===== src/rtl/desloca_serial.sv =====
`default_nettype none
// ============================================================================
// Module   : desloca_serial
// Purpose  : Bit-serial shift/rotate unit. Loads a LARGURA-bit word and then
//            shifts it one position per clock under an inicio/pronto
//            handshake. ocupado is high while shifting, and pronto pulses for
//            one cycle when the result on saida is final.
// Options  : DESLOCA_ROTACAO_EN - when defined, rotr (101) and rotl (110) are
//            accepted. When undefined, they are ignored like the reserved
//            code and no rotate logic is built.
// Revision : 1.0 - initial release
// ============================================================================
module desloca_serial #(
   parameter int LARGURA   = 32,
   parameter int LARGURA_N = 5     // 2**LARGURA_N must be >= LARGURA
) (
   input  logic                 clk,
   input  logic                 reset,
   input  logic                 inicio,
   input  logic [2:0]           operacao,
   input  logic [LARGURA_N-1:0] quantidade,
   input  logic [LARGURA-1:0]   entrada,
   output logic [LARGURA-1:0]   saida,
   output logic                 ocupado,
   output logic                 pronto
);

   // FSM encoding
   localparam logic [1:0] c_OCIOSO     = 2'd0;
   localparam logic [1:0] c_DESLOCANDO = 2'd1;
   localparam logic [1:0] c_PRONTO     = 2'd2;

   // Operation codes
   localparam logic [2:0] c_OP_LOAD = 3'b001;
   localparam logic [2:0] c_OP_SLL  = 3'b010;
   localparam logic [2:0] c_OP_SRL  = 3'b011;
   localparam logic [2:0] c_OP_SRA  = 3'b100;
`ifdef DESLOCA_ROTACAO_EN
   localparam logic [2:0] c_OP_ROTR = 3'b101;
   localparam logic [2:0] c_OP_ROTL = 3'b110;
`endif

   logic [1:0]           r_estado;
   logic [1:0]           w_prox_estado;
   logic [2:0]           r_op;
   logic [LARGURA_N-1:0] r_contador;
   logic [LARGURA-1:0]   r_saida;
   logic [LARGURA-1:0]   w_deslocado;
   logic                 w_op_desloc;
   logic                 w_n_zero;
   logic                 w_ultimo;

   assign w_n_zero = (quantidade == '0);
   assign w_ultimo = (r_contador == LARGURA_N'(1));
   assign saida    = r_saida;

   // Decode which codes are accepted as shift/rotate requests
   always_comb begin
      w_op_desloc = 1'b0;
      case (operacao)
         c_OP_SLL,
         c_OP_SRL,
         c_OP_SRA:  w_op_desloc = 1'b1;
`ifdef DESLOCA_ROTACAO_EN
         c_OP_ROTR,
         c_OP_ROTL: w_op_desloc = 1'b1;
`endif
         default:   w_op_desloc = 1'b0;
      endcase
   end

   // One-position shift of the current contents according to the latched op
   always_comb begin
      w_deslocado = r_saida;
      case (r_op)
         c_OP_SLL:  w_deslocado = {r_saida[LARGURA-2:0], 1'b0};
         c_OP_SRL:  w_deslocado = {1'b0, r_saida[LARGURA-1:1]};
         c_OP_SRA:  w_deslocado = {r_saida[LARGURA-1], r_saida[LARGURA-1:1]};
`ifdef DESLOCA_ROTACAO_EN
         c_OP_ROTR: w_deslocado = {r_saida[0], r_saida[LARGURA-1:1]};
         c_OP_ROTL: w_deslocado = {r_saida[LARGURA-2:0], r_saida[LARGURA-1]};
`endif
         default:   w_deslocado = r_saida;
      endcase
   end

   // State register
   always_ff @(posedge clk or posedge reset) begin
      if (reset) begin
         r_estado <= c_OCIOSO;
      end else begin
         r_estado <= w_prox_estado;
      end
   end

   // Next-state logic: requests are only honoured in OCIOSO
   always_comb begin
      w_prox_estado = r_estado;
      case (r_estado)
         c_OCIOSO: begin
            if (inicio) begin
               if (operacao == c_OP_LOAD) begin
                  w_prox_estado = c_PRONTO;
               end else if (w_op_desloc) begin
                  w_prox_estado = w_n_zero ? c_PRONTO : c_DESLOCANDO;
               end
            end
         end
         c_DESLOCANDO: begin
            if (w_ultimo) begin
               w_prox_estado = c_PRONTO;
            end
         end
         c_PRONTO: begin
            w_prox_estado = c_OCIOSO;
         end
         default: begin
            w_prox_estado = c_OCIOSO;
         end
      endcase
   end

   // Status outputs decoded straight from the state
   always_comb begin
      ocupado = (r_estado == c_DESLOCANDO);
      pronto  = (r_estado == c_PRONTO);
   end

   // Datapath: load, capture of op/count, and the per-cycle shift
   always_ff @(posedge clk or posedge reset) begin
      if (reset) begin
         r_saida    <= '0;
         r_contador <= '0;
         r_op       <= 3'b000;
      end else begin
         case (r_estado)
            c_OCIOSO: begin
               if (inicio) begin
                  if (operacao == c_OP_LOAD) begin
                     r_saida <= entrada;
                  end else if (w_op_desloc && !w_n_zero) begin
                     r_op       <= operacao;
                     r_contador <= quantidade;
                  end
               end
            end
            c_DESLOCANDO: begin
               r_saida    <= w_deslocado;
               r_contador <= r_contador - LARGURA_N'(1);
            end
            default: begin
               r_saida <= r_saida;
            end
         endcase
      end
   end

endmodule
`default_nettype wire


===== config.mk =====
export PLATFORM = sky130hd
export DESIGN_NAME = desloca_serial
export DESIGN_NICKNAME = d
export VERILOG_FILES = /design/src/rtl/desloca_serial.sv
export SDC_FILE = /design/constraint.sdc
export NUM_CORES = 1
export LEC_CHECK = 0
export CORE_ASPECT_RATIO = 0.6
export CORE_MARGIN = 2
export CORE_UTILIZATION = 48
export CTS_CLUSTER_SIZE = 28
export DETAILED_ROUTE_END_ITERATION = 8
export GPL_TIMING_DRIVEN = 0
export PLACE_DENSITY = 0.81
export RECOVER_POWER = 100
export SLEW_MARGIN = 25
export SYNTH_ARGS = -nofsm -noshare
export SYNTH_HDL_FRONTEND = slang
export SYNTH_SLANG_ARGS = --single-unit

===== constraint.sdc =====
create_clock -name clk -period 2.1 [get_ports clk]
set_clock_uncertainty 0.1 [all_clocks]
set_input_delay 0.315 -clock clk [delete_from_list [all_inputs] [get_ports clk]]
set_output_delay 0.315 -clock clk [all_outputs]
set_load 0.005 [all_outputs]

=== Word level (Yosys, flattened, before mapping) ===
Index checks and enable logic that the tools add are counted.

* Multipliers: 0
* Shift operators: 0
* Magnitude comparators: 0
* Equality and inequality tests: 19
* Add/sub/neg operators: 1
* Reduce and logical (&&, ||, !) cells: 11
* Multiplexer cells: 15
* Bitwise operators: 1
* Divide/modulo/power cells: 0

{| class="wikitable"
|+ Operators by type and width
! cell !! number
|-
| 32-bit case mux with 3 select lines || 1
|-
| 32-bit 2-to-1 mux || 2
|-
| 32-bit case mux with 2 select lines || 1
|-
| 5-bit 2-to-1 mux || 3
|-
| 3-bit by 2-bit == test with 1-bit output (second input constant) || 4
|-
| 4-bit AND reduction || 3
|-
| 2-bit 2-to-1 mux || 5
|-
| 2-bit != test (second input constant) || 5
|-
| 5-bit case mux with 2 select lines || 1
|-
| 3-bit == test (second input constant) || 2
|-
| 5-bit by 1-bit == test with 1-bit output (second input constant) || 1
|-
| 5-bit zero test || 1
|-
| 5-bit AND reduction || 1
|-
| 5-bit by 1-bit subtractor with 5-bit output (second input constant) || 1
|-
| 4-bit by 1-bit != test with 1-bit output (second input constant) || 1
|-
| 2-bit case mux with 2 select lines || 1
|-
| 3-bit by 1-bit == test with 1-bit output (second input constant) || 1
|-
| 3-bit by 1-bit != test with 1-bit output (second input constant) || 1
|-
| 3-bit != test (second input constant) || 1
|-
| 3-bit AND reduction || 1
|-
| 3-bit OR reduction || 1
|-
| 2-bit by 1-bit == test with 1-bit output (second input constant) || 1
|-
| 2-bit == test (second input constant) || 1
|-
| 2-bit zero test || 1
|-
| 6 further kinds || 6
|}

* Memories: 0
* Bits in writable memories: 0
* Input port bits: 43
* Register bits: 42
* Logic and storage cells: 52
* Output and inout port bits: 34
* Bits in read-only memories: 0
* Bits in latches: 0

=== Depth between registers and ports, before layout ===
* Depth after elaboration: 8
* Gate-level depth with buffers: 8
* Depth with buffers taken out: 5

=== Worst setup path after synthesis ===
Ideal clock, no wire load.

* Path kind: input to register
* Start point: input operacao[2]
* End point: register r_saida[19], in the netlist saida[19]
* Stages: 6
* Arrival: 1.705 ns
* Setup slack: 0.203 ns
* Setup time: 0.092 ns
* Path through: or3b_1 -> o31a_1 -> or2_0 -> buf_2 -> buf_6 -> o31ai_2

* Cells in the longest elaborated chain, start to end: 3

{| class="wikitable"
|+ RTL lines
! item !! RTL line !! RTL
|-
| start: declaration || 20 || <nowiki>input logic [2:0] operacao,</nowiki>
|-
| 3-bit by 1-bit == test with 1-bit output || 139 || <nowiki>if (operacao == c_OP_LOAD) begin</nowiki>
|-
| 2-bit != test (no line) || n/a ||
|-
| 4-bit AND reduction (no line) || n/a ||
|-
| end signal: assignment || 140 || <nowiki>r_saida <= entrada;</nowiki>
|-
| end signal: assignment || 148 || <nowiki>r_saida <= w_deslocado;</nowiki>
|-
| end signal: assignment || 152 || <nowiki>r_saida <= r_saida;</nowiki>
|-
| end: declaration || 47 || <nowiki>logic [LARGURA-1:0] r_saida;</nowiki>
|}

Every way passes these cells.
A chain may end at the register's enable or synchronous reset.

=== Worst setup path after layout ===
* Start point: input operacao[1]
* End point: register r_saida[11], in the netlist saida[11]

Same word-level chain as after synthesis.

==> summary.txt <==
Final layout
  • Share of cells above drive strength 1: 0.210
  • Fill count: 448
  • Antenna cells: 0
  • Synthesis-to-layout area growth: 39.0%
  • Commonest non-fill, non-tap cell in the layout: nor2_1
  • Layout net count: 421
  • Design area: 3640 um2
  • Most frequent cells in the layout: nor2_1 (68), dfrtp_1 (41), clkdlybuf4s50_1 (36), dlygate4sd3_1 (36), o21ai_0 (31)

Floorplan
  • Ports: 77
  • Row count: 20
  • Initial Util: 0.507
  • Die X: 99.3 um
  • Die Ht: 61.2 um
  • Core Area: 5150 um2
  • Die area: 6070 um2

Worst setup path
  • Crit end category: flop
  • Slowest stage delay, CP: 410 ps
  • Slowest stage cell on the critical path: or3b_4
  • Critical path data required time: 2200 ps
  • Crit path launch type: input port
  • CP arrival: 2130 ps
  • Crit path kind: input port to flop
  • R2R depth: 5
  • Critical-path cell list: dlygate4sd2_1 > or3b_4 > o31a_1 > or2_0 > buf_2 > buf_6 > o31ai_1
  • Crit-path max FO: 10

Route
  • Vias per inst: 5.79
  • Total Wirelength: 7.40 mm
  • DR pass1 iterations: 4
  • Vias: 2,566
  • DRC viols: 0
  • ANT nets after route: 0
  • Initial DRC count: 113
  • Avg WL per Cell: 16.7 um

CTS
  • Root Driver: clkbuf_8
  • Clock insertion delay at the later pin of the skew report: 310 ps
  • Worst-case clock buffer depth: 2
  • CTS clk-pin slew, worst paths: 80 ps
  • Clk sinks: 42
  • H-tree lvl count: 2
  • CTS tree: built
  • Total CTS buffers: 5
  • # hold bufs at CTS: 0

STA
  • Relative slew slack: 0.466
  • Fin. Hold Viols: 0
  • Hold_ws: 189 ps
  • Tmin final: 2030 ps
  • Final worst-path cycle share: 0.967
  • Final slew viol count: 0
  • Worst slew pin tran: 801 ps
  • Max Freq: 492 MHz
  • Final setup fails: 0

Logic synthesis
  • Yosys top cell area share: 0.402
  • Ys async rst share: 1.00
  • Ranking of synthesized cells by area: dfrtp_1 (40%), mux2_2 (14%), nor2_1 (9.8%)
  • Post-synthesis cell count: 290
  • Syn avg cell area: 9.02 um2
  • Distinct cell type count after synthesis: 34
  • Synth Cell Area: 2620 um2
  • Synthesized flop and latch total: 42
  • Post-synth EDFFs: 0
  • Top FF cell, synth: dfrtp_1
  • Syn_nets: 335
  • Seq/Total Area, Yosys: 0.402
  • YS warnings: 0
  • Post-synth top area cell: dfrtp_1

Pwr
  • Pwr/cell area: 1700 nW/um2
  • Pint: 3.52 mW
  • Reg power frac: 0.256
  • Switching Fraction: 0.430
  • Logic pwr share: 0.654
  • Switching pwr: 2.65 mW
  • P_leak: 1.55 nW
  • Clk network pwr share: 0.090
  • Worst VDD drop: 0.774 mV

Placed design
  • Port-buffer cells: 76
  • HPWL after DPL: 5.27 mm
  • Dpl cell area: 3480 um2
  • Placer Congestion: 0.821

Global route
  • GRT overflow: 0
  • Initial antenna violation count: 0
  • Global-route wire length before repair: 11.8 mm
  • Vias in the first global route: 2,456
  • Pin count of the biggest net entering global routing: 33
  • GR Util All Layers: 0.249

Outcome
  • Status: finished, final reports clean

Worst hold path
  • Hold Path Depth: 2
  • Worst hold path class: input port to flop

Job
  • Max cap viols: 0
power by group through the flow:
stage / sequential, mW / clock (mW) / combinational, mW
floorplan: 1.53 / 0 / 2.62
global placement: 1.57 / 0 / 3.82
detailed placement: 1.58 / 0 / 3.96
CTS: 1.58 / 0.558 / 4.10
global route: 1.64 / 0.582 / 4.40
finish: 1.58 / 0.555 / 4.04
critical path: cells and delay by family:
kind                   cells  cell delay, ps
AOI/OAI and AO/OA          2             590
buffers and inverters      3             590
and+or+nand+nor            2             630
flip-flops by register name, summed over array words and instances, names as in the netlist:
name,flops
saida,32
r_contador,5
r_op,3
r_estado,2
synth_stat cells, drive strengths merged (2+ instances only):
master,count
a2bb2oi,3
ha,2
a211oi,3
mux2i,2
dfrtp,42
nor2b,3
a31oi,2
o31ai,33
o21ai,35
nor3b,2
nand2b,2
o22ai,2
buf,8
a21oi,4
inv,7
nand2,5
a21o,2
nor3,4
nor2,68
mux2,32
nand3,2
clkbuf,16
and3,2
kinds of logic after synthesis:
kind of cell | share of synthesized area
and+or+nand+nor | 0.155
AOI/OAI and AO/OA | 0.233
DFF | 0.402
muxes | 0.145
buffers and inverters | 0.0555
adders and majority gates | 0.00957
path summary, 6_finish.rpt:
| path | start | endpoint | slack [ps] |
|---|---|---|---|
| setup reg to reg | r_op[1] | saida[11] | 100 |
| hold reg to reg | saida[17] | saida[17] | 440 |
| max in group asynchronous | reset | saida[19] | 460 |
| setup / recovery | operacao[1] | saida[11] | 70 |
| min in group asynchronous | reset | saida[26] | 330 |
| hold / removal | operacao[2] | r_op[1] | 190 |
what timing repair did:
item / CTS / global route
gates resized for setup: 18 / 22
buffers inserted: 4 / 1
pin swaps: 2 / 0
endpoints found under the hold margin: 0 / 0
setup endpoints to repair: 34 / 32
final cells by class:
| class | instances | area (um2) | share of cell area |
|---|---|---|---|
| repair buffers | 82 | 796 | 0.219 |
| multi-input cells | 217 | 1460 | 0.402 |
| clock buffers | 7 | 86.3 | 0.0237 |
| well taps | 66 | 82.6 | 0.0227 |
| clock inverters | 1 | 5.00 | 0.00138 |
| plain buffers | 21 | 126 | 0.0348 |
| inverters | 7 | 26.3 | 0.00723 |
| flip-flops and latches | 42 | 1050 | 0.289 |
metrics by stage:
stage | util | setup TNS, ps | power (mW) | worst slack, ps | instances
after global routing | 0.705 | -12.3 | 6.62 | -12.3 | 443
after floorplan | - | 0 | 4.15 | 203 | 290
after global placement | 0.671 | -23270 | 5.39 | -583 | 432
after detailed placement | 0.675 | -17820 | 5.54 | -584 | 433
after CTS | 0.703 | 0 | 6.24 | 0.223 | 442
final | 0.705 | 0 | 6.18 | 68.9 | 443
per-layer routing:
layer	GRT usage	vias to the layer above	wire length (um)
li1	-	1204	-
met1	0.357	1236	3540
met2	0.398	113	3220
met3	0.0477	13	524
met4	0.0646	0	110
met5	0	-	0
Note: power is estimated with default switching activity, not from simulation.
==> patch 1 (same settings) <==
Change the parameter `LARGURA` from 32 to 16.
--- a/src/rtl/desloca_serial.sv
+++ b/src/rtl/desloca_serial.sv
@@ -11,7 +11,7 @@
 // Revision : 1.0 - initial release
 // ============================================================================
 module desloca_serial #(
-   parameter int LARGURA   = 32,
+   parameter int LARGURA   = 16,
    parameter int LARGURA_N = 5     // 2**LARGURA_N must be >= LARGURA
 ) (
    input  logic                 clk,
Ports: changed (resized entrada and saida); port bits go from 77 to 45. The function was not compared with the original's and may differ.
==> patch 1 against the unedited design <==
  * Power decreased by 43%
  * Sequential cell count decreased by 16
  * Worst setup slack got worse by 0.0040 ns
  * Die area decreased by 36%
  * Cell area decreased by 38%
  * Routed wire length decreased by 41%
  * Area after synthesis decreased by 38%
  * Via count decreased by 39%
  * Highest routed layer is now met3
==> patch 1: results (changes against the unedited design) <==
setup repair bufs after CTS: 3 (was 4)
layout cells sized above 1: 17.6% (was 21.0%)
Detail Placement HPWL: 3150 microns (was 5270 microns)
NetSw: 0.00145 W (was 0.00265 W)
status: finished, final reports clean (unchanged)
synth top area cells: dfrtp_1 40%, mux2_2 11%, nor2_1 8.1% (was dfrtp_1 40%, mux2_2 14%, nor2_1 9.8%)
arrival time at the worst endpoint: 1.62 ns (was 2.13 ns)
post-layout min period: 2.04 ns (was 2.03 ns)
pre-CTS setup slack: -0.500 ns (was -0.584 ns)
IO Port Bufs: 44 (was 76)
first-pass GRT wire length: 7040 microns (was 11,800 microns)
Clk Latency, worst-skew pair: 0.28 ns (was 0.31 ns)
Slowest-stage cell, CP: clkdlybuf4s50_1 (was or3b_4)
via count: 1,570 (was 2,566)
register area share after synthesis: 40.1% (was 40.2%)
placed cells: 273 (was 433)
DP Area: 2120 sq um (was 3480 sq um)
P_leak: 0.978 nW (was 1.55 nW)
vias in the first global route: 1,440 (was 2,456)
slowest stage delay, CP: 0.49 ns (was 0.41 ns)
Total Wirelength: 4350 microns (was 7400 microns)
DRT iter0 DRCs: 93 (was 113)
largest net degree at the start of global routing: 27 (was 33)
most frequent cells after synthesis: 35 x nor2_1, 26 x dfrtp_1, 19 x o21ai_0 (was 68 x nor2_1, 42 x dfrtp_1, 35 x o21ai_0)
Num CTS Buffers: 3 (was 5)
Distinct cells, synth: 36 (was 34)
R2R Setup Slk: 0.15 ns (was 0.10 ns)
Total GRT Usage: 23.3% (was 24.9%)
VDD IR max: 0.000817 V (was 0.000774 V)
Min Hold Slack: 0.377 ns (was 0.189 ns)
final net count: 268 (was 421)
patch 1: cell count changes after synthesis, sizes merged, moves of 2 or more:
| cell | unedited run | this run |
|---|---|---|
| a211oi | 3 | 1 |
| clkbuf | 16 | 6 |
| dfrtp | 42 | 26 |
| mux2 | 32 | 16 |
| nor2 | 68 | 35 |
| o21ai | 35 | 19 |
| o31ai | 33 | 16 |
patch 1: area by class of cell:
type	instances	area [sq um]
plain buffers	11	83.8
clock buffers	4	55.1
fillers	261	977
inverters	8	32.5
multi-input cells	137	896
flip-flops and latches	26	652
well taps	45	56.3
repair buffers	52	490
patch 1: cells by family (layout without fill, tap and decap cells):
kind of cell / after synthesis / in the layout / synth area share (%)
AND/OR/NAND/NOR: 61 / 61 / 17.6
AO/OA/AOI/OAI: 56 / 56 / 22.3
flip-flops: 26 / 26 / 40.1
buffers and inverters: 21 / 75 / 6.10
multiplexers: 18 / 18 / 12.3
adder cells (fa/ha/maj): 2 / 2 / 1.54
patch 1: final timing paths:
kind | depth (start not counted) | end | start
min reg2reg | 2 | saida[6] | saida[6]
max | 5 | ocupado | r_estado[1]
min | 2 | r_op[1] | operacao[2]
max in group asynchronous | 2 | r_estado[1] | reset
max reg2reg | 5 | saida[7] | r_op[1]
min in group asynchronous | 2 | saida[2] | reset
patch 1: power groups by stage:
stage | clock network, W | logic (W) | registers, W
detailed placement | 0 | 0.00209 | 0.000959
floorplan | 0 | 0.00140 | 0.000926
finish | 0.000336 | 0.00223 | 0.000959
CTS | 0.000336 | 0.00216 | 0.000953
global placement | 0 | 0.00205 | 0.000954
global route | 0.000354 | 0.00244 | 0.000989
patch 1: metal layers:
layer	vias to the layer above	GRT usage (%)	share of wire, %
li1	770	-	-
met1	737	37.0	50
met2	63	32.5	43
met3	0	5.00	7.2
met4	0	4.60	0
met5	-	0	0
==> patch 2 (config.mk and constraints unchanged) <==
Made on the original files. Register the inputs `inicio`, `operacao`, `quantidade` and `entrada` before use, cleared by the reset. The logic sees them one clock later.
--- a/src/rtl/desloca_serial.sv
+++ b/src/rtl/desloca_serial.sv
@@ -35,6 +35,25 @@
    localparam logic [2:0] c_OP_SLL  = 3'b010;
    localparam logic [2:0] c_OP_SRL  = 3'b011;
    localparam logic [2:0] c_OP_SRA  = 3'b100;
+
+   logic inicio_q;
+   logic [2:0] operacao_q;
+   logic [LARGURA_N-1:0] quantidade_q;
+   logic [LARGURA-1:0] entrada_q;
+
+   always_ff @(posedge clk or posedge reset) begin
+      if (reset) begin
+         inicio_q     <= '0;
+         operacao_q   <= '0;
+         quantidade_q <= '0;
+         entrada_q    <= '0;
+      end else begin
+         inicio_q     <= inicio;
+         operacao_q   <= operacao;
+         quantidade_q <= quantidade;
+         entrada_q    <= entrada;
+      end
+   end
 `ifdef DESLOCA_ROTACAO_EN
    localparam logic [2:0] c_OP_ROTR = 3'b101;
    localparam logic [2:0] c_OP_ROTL = 3'b110;
@@ -50,14 +69,14 @@
    logic                 w_n_zero;
    logic                 w_ultimo;
 
-   assign w_n_zero = (quantidade == '0);
+   assign w_n_zero = (quantidade_q == '0);
    assign w_ultimo = (r_contador == LARGURA_N'(1));
    assign saida    = r_saida;
 
    // Decode which codes are accepted as shift/rotate requests
    always_comb begin
       w_op_desloc = 1'b0;
-      case (operacao)
+      case (operacao_q)
          c_OP_SLL,
          c_OP_SRL,
          c_OP_SRA:  w_op_desloc = 1'b1;
@@ -98,8 +117,8 @@
       w_prox_estado = r_estado;
       case (r_estado)
          c_OCIOSO: begin
-            if (inicio) begin
-               if (operacao == c_OP_LOAD) begin
+            if (inicio_q) begin
+               if (operacao_q == c_OP_LOAD) begin
                   w_prox_estado = c_PRONTO;
                end else if (w_op_desloc) begin
                   w_prox_estado = w_n_zero ? c_PRONTO : c_DESLOCANDO;
@@ -135,12 +154,12 @@
       end else begin
          case (r_estado)
             c_OCIOSO: begin
-               if (inicio) begin
-                  if (operacao == c_OP_LOAD) begin
-                     r_saida <= entrada;
+               if (inicio_q) begin
+                  if (operacao_q == c_OP_LOAD) begin
+                     r_saida <= entrada_q;
                   end else if (w_op_desloc && !w_n_zero) begin
-                     r_op       <= operacao;
-                     r_contador <= quantidade;
+                     r_op       <= operacao_q;
+                     r_contador <= quantidade_q;
                   end
                end
             end
Behaviour: not the same (a bounded check fails within 4 cycles, from zero or initial values and one cycle with reset high).
==> patch 2 against the unedited design <==
  * The run now ends with negative setup slack left
  * Cell area up 49%
  * Area after synthesis rose by 45%
  * Routed wire length grew 22%
  * Register-to-register slack lost 0.13 ns
  * Power increased by 57%
  * Sequential cell count up 41
  * Worst setup slack lost 0.095 ns
  * Final cell count is 22% higher
  * Largest cell class is now flip-flops and latches
  * Highest routed layer unchanged
==> patch 2: results (changes against the unedited design) <==
Clk Latency, worst-skew pair: 0.34 ns (was 0.31 ns)
IO Port Bufs: 76 (unchanged)
arrival time at the worst endpoint: 2.28 ns (was 2.13 ns)
total congestion overflow: 0 (unchanged)
P_leak: 2.26 nW (was 1.55 nW)
mean routed wirelength per cell: 16.7 microns (about the same)
initial antenna violation count: 0 (unchanged)
Worst R2R Path Depth: 6 (was 5)
Synth async-reset ratio: 100% (unchanged)
Setup Viol. Count Final: 15 (was 0)
CP delay by family, top: simple AND/OR/NAND/NOR gates (unchanged)
Total GRT Usage: 21.4% (was 24.9%)
Detail Placement HPWL: 6150 microns (was 5270 microns)
register area share after synthesis: 54.7% (was 40.2%)
slack of the critical path: -0.0259 ns (was 0.0689 ns)
ant diodes: 0 (unchanged)
vias in the first global route: 2,859 (was 2,456)
fill count: 569 (was 448)
Num CTS Buffers: 9 (was 5)
DRT Pass-1 Iters: 4 (unchanged)
largest fanout on the critical path: 6 (was 10)
H-Tree Depth: 3 (was 2)
status: finished, violations left (was finished, final reports clean)
Slowest-stage cell, CP: dfrtp_1 (was or3b_4)
synth top area cells: dfrtp_1 55%, o31ai_2 9.5%, mux2i_1 7.4% (was dfrtp_1 40%, mux2_2 14%, nor2_1 9.8%)
Clock Path Buffers: 2 (unchanged)
Distinct cells, synth: 35 (was 34)
worst slew pin tran: 0.642 ns (was 0.801 ns)
slowest stage delay, CP: 0.40 ns
first-pass GRT wire length: 14,400 microns (was 11,800 microns)
post-synthesis instance total: 333 (was 290)
final net count: 474 (was 421)
Total Wirelength: 9030 microns (was 7400 microns)
DRT iter0 DRCs: 170 (was 113)
DP Area: 4770 sq um (was 3480 sq um)
violated checks: negative setup slack
DRC viols: 0 (unchanged)
layout cells sized above 1: 20.7% (was 21.0%)
GPL Wtd Cong: 0.860 (was 0.821)
Worst Hold Class: primary input to asynchronous set/reset pin (was primary input to register)
placed cells: 520 (was 433)
VDD IR max: 0.000839 V (was 0.000774 V)
R2R Setup Slk: -0.03 ns (was 0.10 ns)
vias per cell: 5.39 (was 5.79)
CTS Root Cell: clkbuf_16 (was clkbuf_8)
setup tns final: -0.173 ns (was 0 ns)
Mapped Nets: 378 (was 335)
most frequent cells after synthesis: 83 x dfrtp_1, 43 x nor2_1, 34 x o21ai_0 (was 68 x nor2_1, 42 x dfrtp_1, 35 x o21ai_0)
## patch 2: routing by layer
metal | routed length, microns | track usage, %
met1 | 4300 | 31.1
met2 | 4130 | 31.8
met3 | 531 | 7.11
met4 | 67 | 4.50
met5 | 0 | 0
## patch 2: area by class of cell
| type | instances | area (sq um) | share of cell area (%) |
|---|---|---|---|
| tap | 108 | 135 | 2.49 |
| timing repair buffer | 88 | 910 | 16.7 |
| sequential | 83 | 2080 | 38.3 |
| clock inverter | 7 | 81.3 | 1.50 |
| buffer | 22 | 190 | 3.50 |
| clock buffer | 9 | 225 | 4.14 |
| multi-input combinational | 218 | 1790 | 32.9 |
| inverter | 7 | 27.5 | 0.507 |
## patch 2: stage by stage
| stage | utilization (%) | hold WS, ns | total power [W] | setup slack [ns] |
|---|---|---|---|---|
| after global placement | 60.3 | 0.409 | 0.00668 | -0.683 |
| after CTS | 66.1 | 0.181 | 0.00859 | -0.0153 |
| after detailed placement | 61.3 | 0.420 | 0.00684 | -0.691 |
| after floorplan | - | 0.246 | 0.00538 | 0.126 |
| after global routing | 69.8 | 0.382 | 0.0103 | -0.0933 |
| final | 69.8 | 0.340 | 0.00971 | -0.0259 |
## patch 2: power by group
group	switching (W)	internal [W]	leakage [nW]
registers	0.000388	0.00207	0.988
clock network	0.000672	0.000940	0.147
logic	0.00284	0.00279	1.12
## patch 2: logic make-up after synthesis
family / count (synthesis) / synth area share (%)
flip-flops: 83 / 54.7
adder cells (fa/ha/maj): 2 / 0.658
AND/OR/NAND/NOR: 95 / 12.6
multiplexers: 34 / 9.15
buffers and inverters: 32 / 4.35
XOR/XNOR: 1 / 0.231
AO/OA/AOI/OAI: 86 / 18.4
## patch 2: final timing paths
kind,from,to
max in group asynchronous,reset,r_estado[0]
hold reg to reg,saida[22],saida[22]
min in group clk,entrada[7],entrada_q[7]
setup / recovery,operacao_q[1],saida[23]
hold / removal,reset,entrada_q[5]
setup reg to reg,operacao_q[1],saida[23]
## patch 2: repair_timing
| item | CTS | global route |
|---|---|---|
| setup endpoints to repair | 35 | 32 |
| cloned | 0 | 2 |
| buffers inserted | 5 | 2 |
| resized for setup | 16 | 56 |
| pin swaps | 2 | 10 |
